==> src/rtl/cpu_defines_pkg.sv <==
// Shared CPU types for the fetch front end: stall vector, address/word,
// exception codes and the IF state encoding.
`ifndef PC_RESET_ADDR
`define PC_RESET_ADDR 32'h8000_0000
`endif

package cpu_defines;

    typedef logic [5:0]  Stall_t;
    typedef logic [31:0] Inst_addr_t;
    typedef logic [31:0] Word_t;

    typedef enum logic [3:0] {
        EXC_NO            = 4'd0,
        EXC_INST_ADDR_ERR = 4'd1,
        EXC_ILLEGAL_INST  = 4'd2,
        EXC_SYSCALL       = 4'd3
    } Excp_t;

    typedef enum logic [1:0] {
        IF_IDLE,
        IF_REQ,
        IF_HOLD
    } IfState_t;

    typedef struct packed {
        Inst_addr_t pc;
        Word_t      inst;
    } if_id_t;

    localparam int STALL_PC = 0;
    localparam int STALL_ID = 1;

endpackage

==> src/rtl/if_fetch_hold_buf.sv <==
// One-entry {pc, inst} skid buffer that parks a fetched word
// while the PC stage is stalled.
module if_hold_buf
    import cpu_defines::*;
(
    input  logic   clk,
    input  logic   rst,
    input  logic   load,
    input  logic   drop,
    input  if_id_t din,
    output if_id_t dout,
    output logic   valid
);

    if_id_t data_q;
    logic   valid_q;

    always_ff @(posedge clk or negedge rst) begin
        if (!rst) begin
            data_q  <= '0;
            valid_q <= 1'b0;
        end else begin
            if (drop) begin
                valid_q <= 1'b0;
            end else if (load) begin
                data_q  <= din;
                valid_q <= 1'b1;
            end
        end
    end

    assign dout  = data_q;
    assign valid = valid_q;

endmodule

==> src/rtl/if_fetch.sv <==
// Instruction-fetch front end: PC owner and instruction-bus handshake.
// Optional IF_ALIGN_CHECK_EN raises EXC_INST_ADDR_ERR on misaligned PCs.
module if_fetch
    import cpu_defines::*;
#(
    parameter Inst_addr_t RESET_PC = `PC_RESET_ADDR,
    parameter Inst_addr_t PC_INC   = 32'd4
) (
    input  logic       clk,
    input  logic       rst,
    input  Stall_t     stall,
    input  logic       flush,
    input  Inst_addr_t new_pc,
    input  logic       branch_flag_i,
    input  Inst_addr_t branch_target_i,
    output logic       inst_req_o,
    output Inst_addr_t inst_addr_o,
    input  logic       inst_ack_i,
    input  Word_t      inst_rdata_i,
    output logic       stallreq_o,
    output logic       inst_valid_o,
    output Word_t      inst_o,
    output Inst_addr_t inst_pc_o,
    output Excp_t      excp_o
);

    IfState_t   state;
    Inst_addr_t pc_q;
    Inst_addr_t pend_pc;
    logic       kill_q;
    logic       err_q;

    logic       in_req;
    logic       in_hold;
    logic       misalign;
    logic       br_take;
    logic       redirect;
    Inst_addr_t redir_pc;
    Inst_addr_t seq_pc;
    logic       ack;
    logic       take_bus;
    logic       take_buf;
    logic       err_valid;

    logic       hb_load;
    logic       hb_drop;
    logic       hb_valid;
    if_id_t     hb_din;
    if_id_t     hb_dout;

    logic       unused_stall;

    assign unused_stall = ^stall[5:2];

    assign in_req  = (state == IF_REQ);
    assign in_hold = (state == IF_HOLD);

`ifdef IF_ALIGN_CHECK_EN
    assign misalign    = (pc_q[1:0] != 2'b00);
    assign inst_addr_o = pc_q;
`else
    assign misalign    = 1'b0;
    assign inst_addr_o = {pc_q[31:2], 2'b00};
`endif

    // flush outranks a branch; a branch only counts while ID is moving
    assign br_take  = branch_flag_i & ~stall[STALL_ID];
    assign redirect = flush | br_take;
    assign redir_pc = flush ? new_pc : branch_target_i;
    assign seq_pc   = pc_q + PC_INC;

    assign inst_req_o = in_req & ~misalign;
    assign stallreq_o = inst_req_o & ~inst_ack_i;
    assign ack        = inst_req_o & inst_ack_i;

    assign take_bus  = ack & ~kill_q & ~redirect & ~stall[STALL_PC];
    assign take_buf  = in_hold & hb_valid & ~redirect & ~stall[STALL_PC];
    assign err_valid = err_q & ~flush;

    assign hb_load = ack & ~kill_q & ~redirect & stall[STALL_PC];
    assign hb_drop = in_hold & (redirect | ~stall[STALL_PC]);
    assign hb_din  = '{pc: pc_q, inst: inst_rdata_i};

    if_hold_buf u_hold_buf (
        .clk   (clk),
        .rst   (rst),
        .load  (hb_load),
        .drop  (hb_drop),
        .din   (hb_din),
        .dout  (hb_dout),
        .valid (hb_valid)
    );

    always_comb begin
        inst_valid_o = take_bus | take_buf | err_valid;
        inst_o       = '0;
        inst_pc_o    = '0;
        excp_o       = EXC_NO;
        unique case (1'b1)
            take_bus: begin
                inst_o    = inst_rdata_i;
                inst_pc_o = pc_q;
            end
            take_buf: begin
                inst_o    = hb_dout.inst;
                inst_pc_o = hb_dout.pc;
            end
            err_valid: begin
                inst_pc_o = pc_q;
                excp_o    = EXC_INST_ADDR_ERR;
            end
            default: ;
        endcase
    end

    always_ff @(posedge clk or negedge rst) begin
        if (!rst) begin
            state   <= IF_IDLE;
            pc_q    <= RESET_PC;
            pend_pc <= '0;
            kill_q  <= 1'b0;
            err_q   <= 1'b0;
        end else begin
            unique case (state)
                IF_IDLE: begin
                    state <= IF_REQ;
                    if (redirect) pc_q <= redir_pc;
                end
                IF_REQ: begin
                    if (misalign) begin
                        // parked on the bad PC until ctrl flushes
                        if (flush) begin
                            pc_q  <= new_pc;
                            err_q <= 1'b0;
                        end else begin
                            err_q <= 1'b1;
                        end
                    end else if (ack) begin
                        if (redirect) begin
                            pc_q   <= redir_pc;
                            kill_q <= 1'b0;
                        end else if (kill_q) begin
                            pc_q   <= pend_pc;
                            kill_q <= 1'b0;
                        end else if (stall[STALL_PC]) begin
                            state <= IF_HOLD;
                        end else begin
                            pc_q <= seq_pc;
                        end
                    end else if (redirect) begin
                        // bus keeps the old address; its word gets discarded
                        pend_pc <= redir_pc;
                        kill_q  <= 1'b1;
                    end
                end
                IF_HOLD: begin
                    if (redirect) begin
                        pc_q  <= redir_pc;
                        state <= IF_REQ;
                    end else if (!stall[STALL_PC]) begin
                        pc_q  <= seq_pc;
                        state <= IF_REQ;
                    end
                end
                default: state <= IF_IDLE;
            endcase
        end
    end

endmodule

==> config.mk <==
export PLATFORM = sky130hd
export DESIGN_NAME = if_fetch
export DESIGN_NICKNAME = d
export VERILOG_FILES = /design/src/rtl/cpu_defines_pkg.sv /design/src/rtl/if_fetch_hold_buf.sv /design/src/rtl/if_fetch.sv
export SDC_FILE = /design/constraint.sdc
export NUM_CORES = 1
export LEC_CHECK = 0
export CORE_MARGIN = 2
export CORE_UTILIZATION = 40
export DETAILED_ROUTE_END_ITERATION = 12
export HOLD_SLACK_MARGIN = 0.06
export PLACE_DENSITY_LB_ADDON = 0.2
export SLEW_MARGIN = 20
export SYNTH_ARGS = -nofsm -noshare
export SYNTH_HDL_FRONTEND = slang
export SYNTH_HIERARCHICAL = 1
export SYNTH_SLANG_ARGS = --single-unit
==> constraint.sdc <==
create_clock -name clk -period 2.1 [get_ports clk]
set_input_delay 0.21 -clock clk [delete_from_list [all_inputs] [get_ports clk]]
set_output_delay 0.21 -clock clk [all_outputs]
set_load 0.1 [all_outputs]
After elaboration in Yosys (flattened, before gate mapping). Index checks and enable logic that the tools add are counted.

Register bits: 132. Input port bits: 107. Output and inout port bits: 103. Word-level logic and storage cells: 67.

Add/subtract/negate cells: 1. Equality and inequality tests: 8. Mux-type cells: 21. Bitwise logic cells: 21. Reduce and logical (&&, ||, !) cells: 9.

Operators with widths (count): 32-bit 2-to-1 mux (7); 32-bit case mux with 2 select lines (2); 32-bit case mux with 3 select lines (1); 32-bit by 3-bit adder with 32-bit output (second input constant) (1); 2-bit 2-to-1 mux (6); 1-bit AND (11); 2-bit != test (second input constant) (4); 1-bit inverter (7); 2-bit case mux with 3 select lines (1); 3-bit AND reduction (2); 5-bit AND reduction (1); 1-bit 2-to-1 mux (4); 2-bit AND reduction (2); 2-bit nonzero test (2); 3-bit by 2-bit != test with 1-bit output (second input constant) (1); 1-bit OR (3); 3-bit nonzero test (1); 2-bit by 1-bit == test with 1-bit output (second input constant) (1); 2-bit == test (second input constant) (1); 2-bit logical NOT (1); 2-bit by 1-bit != test with 1-bit output (second input constant) (1).

Depth between registers and ports, before layout. Gate-level depths: netlist (run 1).

Depth in word-level cells: 8. Depth in mapped cells: 10.

Hierarchy. Netlist (run 1), hierarchy kept.

By module, submodules not included: if_fetch (instances 1, cells an instance 665, area an instance 5516.5 sq um, seq. area each 1677.9 sq um); if_hold_buf (instances 1, cells an instance 139, area an instance 2733.9 sq um, seq. area each 1626.6 sq um).

Worst setup path after synthesis (run 1). No wires, ideal clock.

Kind: register -> register. Start point: reg state[1]. End point: reg pc_q[21]. Data arrival time: 3959 ps. Slack: -1992 ps. Cell stages (with the launch flop): 10. Path buffers: 2. Clock period less this slack: 4092 ps. Cells stage by stage: dfrtp_1 > inv_1 > ha_1 > nor2b_1 > a311o_1 > clkbuf_1 > buf_1 > nor3_1 > a21oi_1 > nand2_1.

Longest elaborated chain between the ends: 4. Elaborated cells on any way between the ends: 9.

RTL lines: start, declared (RTL line if_fetch.sv:27) `IfState_t state;`; start signal, assigned (RTL line if_fetch.sv:118) `state <= IF_IDLE;`; start signal, assigned (RTL line if_fetch.sv:126) `state <= IF_REQ;`; start signal, assigned (RTL line if_fetch.sv:146) `state <= IF_HOLD;`; 2-bit by 1-bit == test with 1-bit output (*) (RTL line if_fetch.sv:55) `assign in_req = (state == IF_REQ);`; via inst_req_o (RTL line if_fetch.sv:16) `output logic inst_req_o,`; 1-bit AND (RTL line if_fetch.sv:74) `assign ack = inst_req_o & inst_ack_i;`; 2-bit by 1-bit != test with 1-bit output (no source line); 3-bit AND reduction (no source line); end signal, assigned (RTL line if_fetch.sv:127) `if (redirect) pc_q <= redir_pc;`; end signal, assigned (RTL line if_fetch.sv:133) `pc_q <= new_pc;`; end signal, assigned (RTL line if_fetch.sv:140) `pc_q <= redir_pc;`; end, declared (RTL line if_fetch.sv:28) `Inst_addr_t pc_q;`.

The timed path passes the listed nets; every way through them passes the cells marked *. A chain may end at the register's enable or synchronous reset.

Final worst setup path (run 1).
Start point: reg state[1]. End point: out inst_o[29].

Longest elaborated chain between the ends: 6. Elaborated cells on any way between the ends: 10.

RTL lines: 2-bit by 1-bit == test with 1-bit output (RTL line if_fetch.sv:55); 1-bit AND (RTL line if_fetch.sv:74); 1-bit AND (3 in series) (RTL line if_fetch.sv:76) `assign take_bus = ack & ~kill_q & ~redirect & ~stall[STALL_PC];`; 32-bit case mux with 2 select lines (*) (RTL line if_fetch.sv:99) `unique case (1'b1)`; end, declared (RTL line if_fetch.sv:22) `output Word_t inst_o,`.

Mark *: on every way between the ends. The rest lies on a longest branch, timed or not.

==> results of run 1 <==
-- worst register-to-register path, cell delays in order (launching register included) --
cell and delay [ps]:
dfrtp_1 390, buf_6 130, ha_4 170, buf_8 130
buf_6 110, buf_6 110, o21a_1 210, buf_6 150
nand3_4 120, buf_6 140, nor2_2 50, a221oi_2 270
a211oi_2 70
-- worst max path at each step --
| stage | start | end | cells past startpoint | slack [ps] |
|---|---|---|---|---|
| after floorplan | state[1] | pc_q[21] | 9 | -230 |
| after global placement | stall[0] | pc_q[28] | 7 | -180 |
| after detailed placement | stall[0] | pc_q[28] | 7 | -220 |
| after CTS | state[1] | inst_o[10] | 8 | -350 |
| after global routing | state[1] | inst_o[29] | 10 | -370 |
| final | state[1] | inst_o[29] | 10 | -300 |
-- Yosys cell counts (all sizes together) (11+ instances only) --
master,instances,area share (%)
a21oi,28,1.7
a22o,65,6.9
buf,67,6.4
clkbuf,30,1.4
dfrtp,131,40
inv,12,0.55
mux2,65,12
mux2i,35,4.2
nand2,79,3.6
nand3,11,0.67
nand4,13,1.2
nor2,36,1.6
nor3,16,1.1
nor4,11,1.1
o211ai,13,1.2
o21ai,64,3.9
-- cell type report --
type                    count  area, um2
inverters                  12       47.5
flip-flops and latches    132       3300
clock inverters             9        220
multi-input cells         568       5250
fillers                  1403       6030
well taps                 270        338
clock buffers              23        488
repair buffers            374       4550
-- repair_timing --
item,CTS,global route
setup buffers,16,23
pin swaps,25,70
endpoints found under the hold margin,45,0
cloned,3,12
resized for setup,47,92
setup endpoints to repair,114,147
hold buffers,1,0
-- cell families (layout without fill, tap and decap cells) --
family                   count (synthesis)  count (layout)  synth area share, %
flip-flops                             132             132                 40.1
AO/OA/AOI/OAI                          239             239                 20.6
multiplexers                           100             100                 15.8
AND/OR/NAND/NOR                        204             204                 12.8
other                                    1               6               0.0455
buffers and inverters                  109             418                 8.37
XOR/XNOR                                13              13                 1.38
adder cells (fa/ha/maj)                  6               6                0.910
-- sequential cells by signal, summed over array words and instances, names as in the netlist --
name	cells
state	2
pc_q	32
u_hold_buf/valid	1
u_hold_buf/dout	64
kill_q	1
pend_pc	32
-- power breakdown --
group / switching (mW) / total [mW] / internal, mW / leakage, nW
sequential: 1.09 / 4.80 / 3.71 / 1.69
combinational: 6.74 / 11.8 / 5.07 / 4.41
clock: 1.13 / 3.61 / 2.47 / 0.347
-- cell usage in the layout, fill, tap and decap left out, types with 33 or more instances in the layout --
cell type / count
a22o_4: 64
buf_12: 94
buf_4: 130
buf_6: 33
clkdlybuf4s50_1: 100
dfrtp_1: 131
mux2_4: 60
mux2i_1: 35
nand2_1: 74
o21ai_0: 53
-- layer usage --
| metal | GRT usage, % | vias to the layer above |
|---|---|---|
| met1 | 36.1 | 3831 |
| met5 | 0 | - |
| met2 | 39.0 | 396 |
| li1 | - | 3576 |
| met3 | 4.29 | 64 |
| met4 | 9.13 | 0 |
==> flow_summary.ini, run 1 <==
[outcome]
status = complete, but fails checks
violations = negative setup slack

[routing]
drt-met1-wl_um = 12400
detailedRoute.firstPassIterationCount = 5
route.detailed.drc = 0
wirelength_um = 29100
drt_iter0_drc = 499
vias_per_cell = 5.67
antenna_left = 0
wl_met3_um = 2040
wl_per_cell_um = 20.9
routed.top_layer = met4
vias = 7867
met2_length_um = 13900

[critical_path]
critPathTopFamily = buffers and inverters
ff2ff_setup_slack_ps = -80
r2r-end = pc_q[23]
endpoint_kind = output port
path_max_fanout = 7
arrival_ps = 2190
worstSetupPathType = reg2out
worst_setup_path_start_kind = flop
required_ps = 1890
worstPathCellList = buf_6 -> ha_4 -> buf_6 -> nand2_4 -> nor3_4 -> buf_6 -> buf_12 -> buf_12 -> a22o_4 -> buf_12
crit_path_top_delay_cell = dfrtp_1
slowest_delay_ps = 390
reg2regPathDepth = 12
r2r-start = state[0]
crit_buf_inv = 6

[yosys]
synth_ff_type = dfrtp_1
ys_seq_elements = 132
synth_edf_count = 0
postSynthCellCount = 804
ys_seq_area_share_pct = 40.1
avgSynthCellArea_um2 = 10.3
synth_cell_type_count = 82
synthArstFlopShare_pct = 100
yosysWarnings = 6
netlist_area_mm2 = 0.00825

[cells_and_area]
fin_cells = 1388
final_nets = 1218
stdcell_area_mm2 = 0.0142
drive_above_1_share_pct = 45.7
diodes = 0
area_growth_pct = 72.1
fin_util_pct = 70.2

[global_route]
grt_pass1_wl_um = 43300
grt_start_max_net_pins = 49
grt_overflow_total = 0
grt_pass1_vias = 7610
grt_use_total_pct = 25.4
antenna_found_initial = 0

[cts]
ctsLongestPathBuffers = 2
cts_tree = done
clockRootBuffer = clkbuf_16
clk_latency_ps = 430
cts_sinks = 132
cts-buffers-inserted = 17
clk_pin_slew_ps = 60
htree_levels = 4

[placed_design]
dp_cells = 1305
dp_hpwl_um = 19100
placed_area_mm2 = 0.0123
gp_congestion = 0.876
port_buffers = 199
pre_cts_slack_ps = -215

[floorplan]
rows = 52
die_area_mm2 = 0.0218
fp.dieW_um = 148
core-area_mm2 = 0.0202
io_pins = 210
start_util_pct = 40.8
fp.dieH_um = 148

[sta]
tns_ps = -15890
slew_headroom_pct = 63.5
final-max-slew-violation-count = 0
min_period_over_period_pct = 114
tightest_slew_ps = 532
rsz0062_at_grt = true
maxClockFrequency_mhz = 417
skew_ps = 6.16
hold_ws_ps = 282
hold_viol = 0
setup_ws_ps = -298
setup_violations = 80
fin_crit_ps = 2400

[pwr]
ir_worst_vdd_uv = 1460
p_per_area_mw_per_mm2 = 1420
p_leak_nw = 6.44
power.total_mw = 20.2

[hold_path]
hp-class = in2async

[job]
cap_viol_max_count = 0
No activity file was read; power rests on OpenSTA's default activity.
==> run 2, diff against run 1 <==
- PLACE_DENSITY: unset -> 0.77
- PLACE_DENSITY_LB_ADDON: 0.2 -> unset
- SLEW_MARGIN: 20 -> unset
==> run 2 against run 1 <==
The run still ends with negative setup slack left; register-to-register slack worse by 80 ps; die area unchanged; first-iteration DRC count up 70%.
==> flow_summary.ini, run 2 (same netlist as run 1, synthesis figures left out) <==
[outcome]
status = complete, but fails checks
violations = negative setup slack

[floorplan]
die_area_mm2 = 0.0218
rows = 52
fp.dieW_um = 148
core-area_mm2 = 0.0202
io_pins = 210
start_util_pct = 40.8
fp.dieH_um = 148

[placed_design]
dp_hpwl_um = 19300
port_buffers = 199
dp_cells = 1297
pre_cts_slack_ps = -246
gp_congestion = 0.887
placed_area_mm2 = 0.0123

[critical_path]
worstSetupPathType = reg2out
ff2ff_setup_slack_ps = -160
arrival_ps = 2100
required_ps = 1890
reg2regPathDepth = 9
endpoint_kind = output port
r2r-end = pc_q[22]
r2r-start = state[0]
worst_setup_path_start_kind = flop
path_max_fanout = 8

[cells_and_area]
final_common_cell = buf_4
drive_above_1_share_pct = 42.6
fin_cells = 1362
area_growth_pct = 65.2
stdcell_area_mm2 = 0.0136
fin_util_pct = 67.3
layout_common_cells = buf_4, dfrtp_1, clkdlybuf4s50_1
largest_reg_flops = 64
diodes = 0
final_nets = 1192

[pwr]
switching_share_pct = 45.9
power.total_mw = 19.0
clkPwrFrac_pct = 17.2
switchingPower_mw = 8.73
combPwrFrac_pct = 57.4
intPower_mw = 10.3
p_leak_nw = 6.19
p_per_area_mw_per_mm2 = 1400
seqPwrFrac_pct = 25.4
ir_worst_vdd_uv = 898

[routing]
wirelength_um = 28800
vias = 7958
vias_per_cell = 5.84
drt_iter0_drc = 847
antenna_left = 0
detailedRoute.firstPassIterationCount = 6
wl_per_cell_um = 21.1
route.detailed.drc = 0

[cts]
ctsLongestPathBuffers = 2
cts_tree = done
clk_pin_slew_ps = 60
clockRootBuffer = clkbuf_16
clk_latency_ps = 430
cts_sinks = 132
htree_levels = 4
cts-buffers-inserted = 17

[sta]
setup_ws_ps = -214
slew_headroom_pct = 65.2
tns_ps = -15850
rsz0062_at_grt = true
final-max-slew-violation-count = 0
skew_ps = 9.41
setup_violations = 142
hold_viol = 0
maxClockFrequency_mhz = 432
hold_ws_ps = 288
fin_crit_ps = 2310
min_period_over_period_pct = 110
tightest_slew_ps = 520

[global_route]
grt_pass1_wl_um = 43900
antenna_found_initial = 0
grt_overflow_total = 0
grt_pass1_vias = 7880
grt_start_max_net_pins = 41
grt_use_total_pct = 25.5

[hold_path]
hp-class = in2async

[job]
cap_viol_max_count = 0
run 2: changes by cell type in the layout (fill, tap and decap cells not counted), moves of 3 or more:
cell,delta
o21ai_2,-4
a2bb2oi_2,-3
buf_8,-4
a2bb2oi_1,+3
a211oi_1,+4
a211oi_2,-4
clkbuf_16,-6
o21ai_1,+4
bufinv_16,-3
buf_6,-18
nor2_4,-3
a21oi_1,+3
nor2_1,+3
run 2: routing by layer:
| metal | up-vias | global-route usage, % | part of all wire [%] |
|---|---|---|---|
| li1 | 3497 | - | - |
| met1 | 3852 | 33.9 | 41 |
| met2 | 510 | 42.2 | 48 |
| met3 | 99 | 4.97 | 8.4 |
| met4 | 0 | 8.22 | 3.3 |
| met5 | - | 0 | 0 |
run 2: power by group through the flow:
stage	Combinational, mW	Clock, mW	Sequential (mW)
6_report	10.9	3.27	4.83
5_1_grt	11.4	3.43	4.97
4_1_cts	9.94	3.30	4.76
3_5_place_dp	9.48	0	4.76
3_3_place_gp	9.27	0	4.69
2_1_floorplan	6.80	0	4.60
run 2: worst max-delay path by stage:
| stage | start | endpoint | cells after the start |
|---|---|---|---|
| after floorplan | state[1] | pc_q[21] | 9 |
| after global placement | branch_flag_i | u_hold_buf/dout[10] | 9 |
| after detailed placement | branch_flag_i | u_hold_buf/dout[9] | 9 |
| after CTS | state[1] | inst_pc_o[12] | 9 |
| after global routing | state[1] | inst_o[14] | 9 |
| final | state[0] | inst_valid_o | 9 |
run 2: area by class of cell:
class,count,area [um2]
fill,1366,6610
multi-input combinational,568,5120
timing repair buffer,348,4170
sequential,132,3300
clock buffer,24,502
tap,270,338
clock inverter,8,145
inverter,12,45.0
run 2: what timing repair did:
| action | CTS | global route |
|---|---|---|
| pin swaps | 13 | 14 |
| gates cloned | 5 | 3 |
| hold endpoints to repair | 36 | 0 |
| gates resized for setup | 28 | 58 |
| endpoints found under the setup margin | 92 | 158 |
| hold buffers | 1 | 0 |
| buffers inserted | 22 | 9 |
run 2: worst max-delay path, cell delays in order, from the launching register on:
cell     delay [ps]
dfrtp_1         410
buf_6           140
ha_4            160
nand2_4          70
nor4_4           40
buf_6           170
buf_4           140
buf_12          130
or2_4           240
buf_12          170
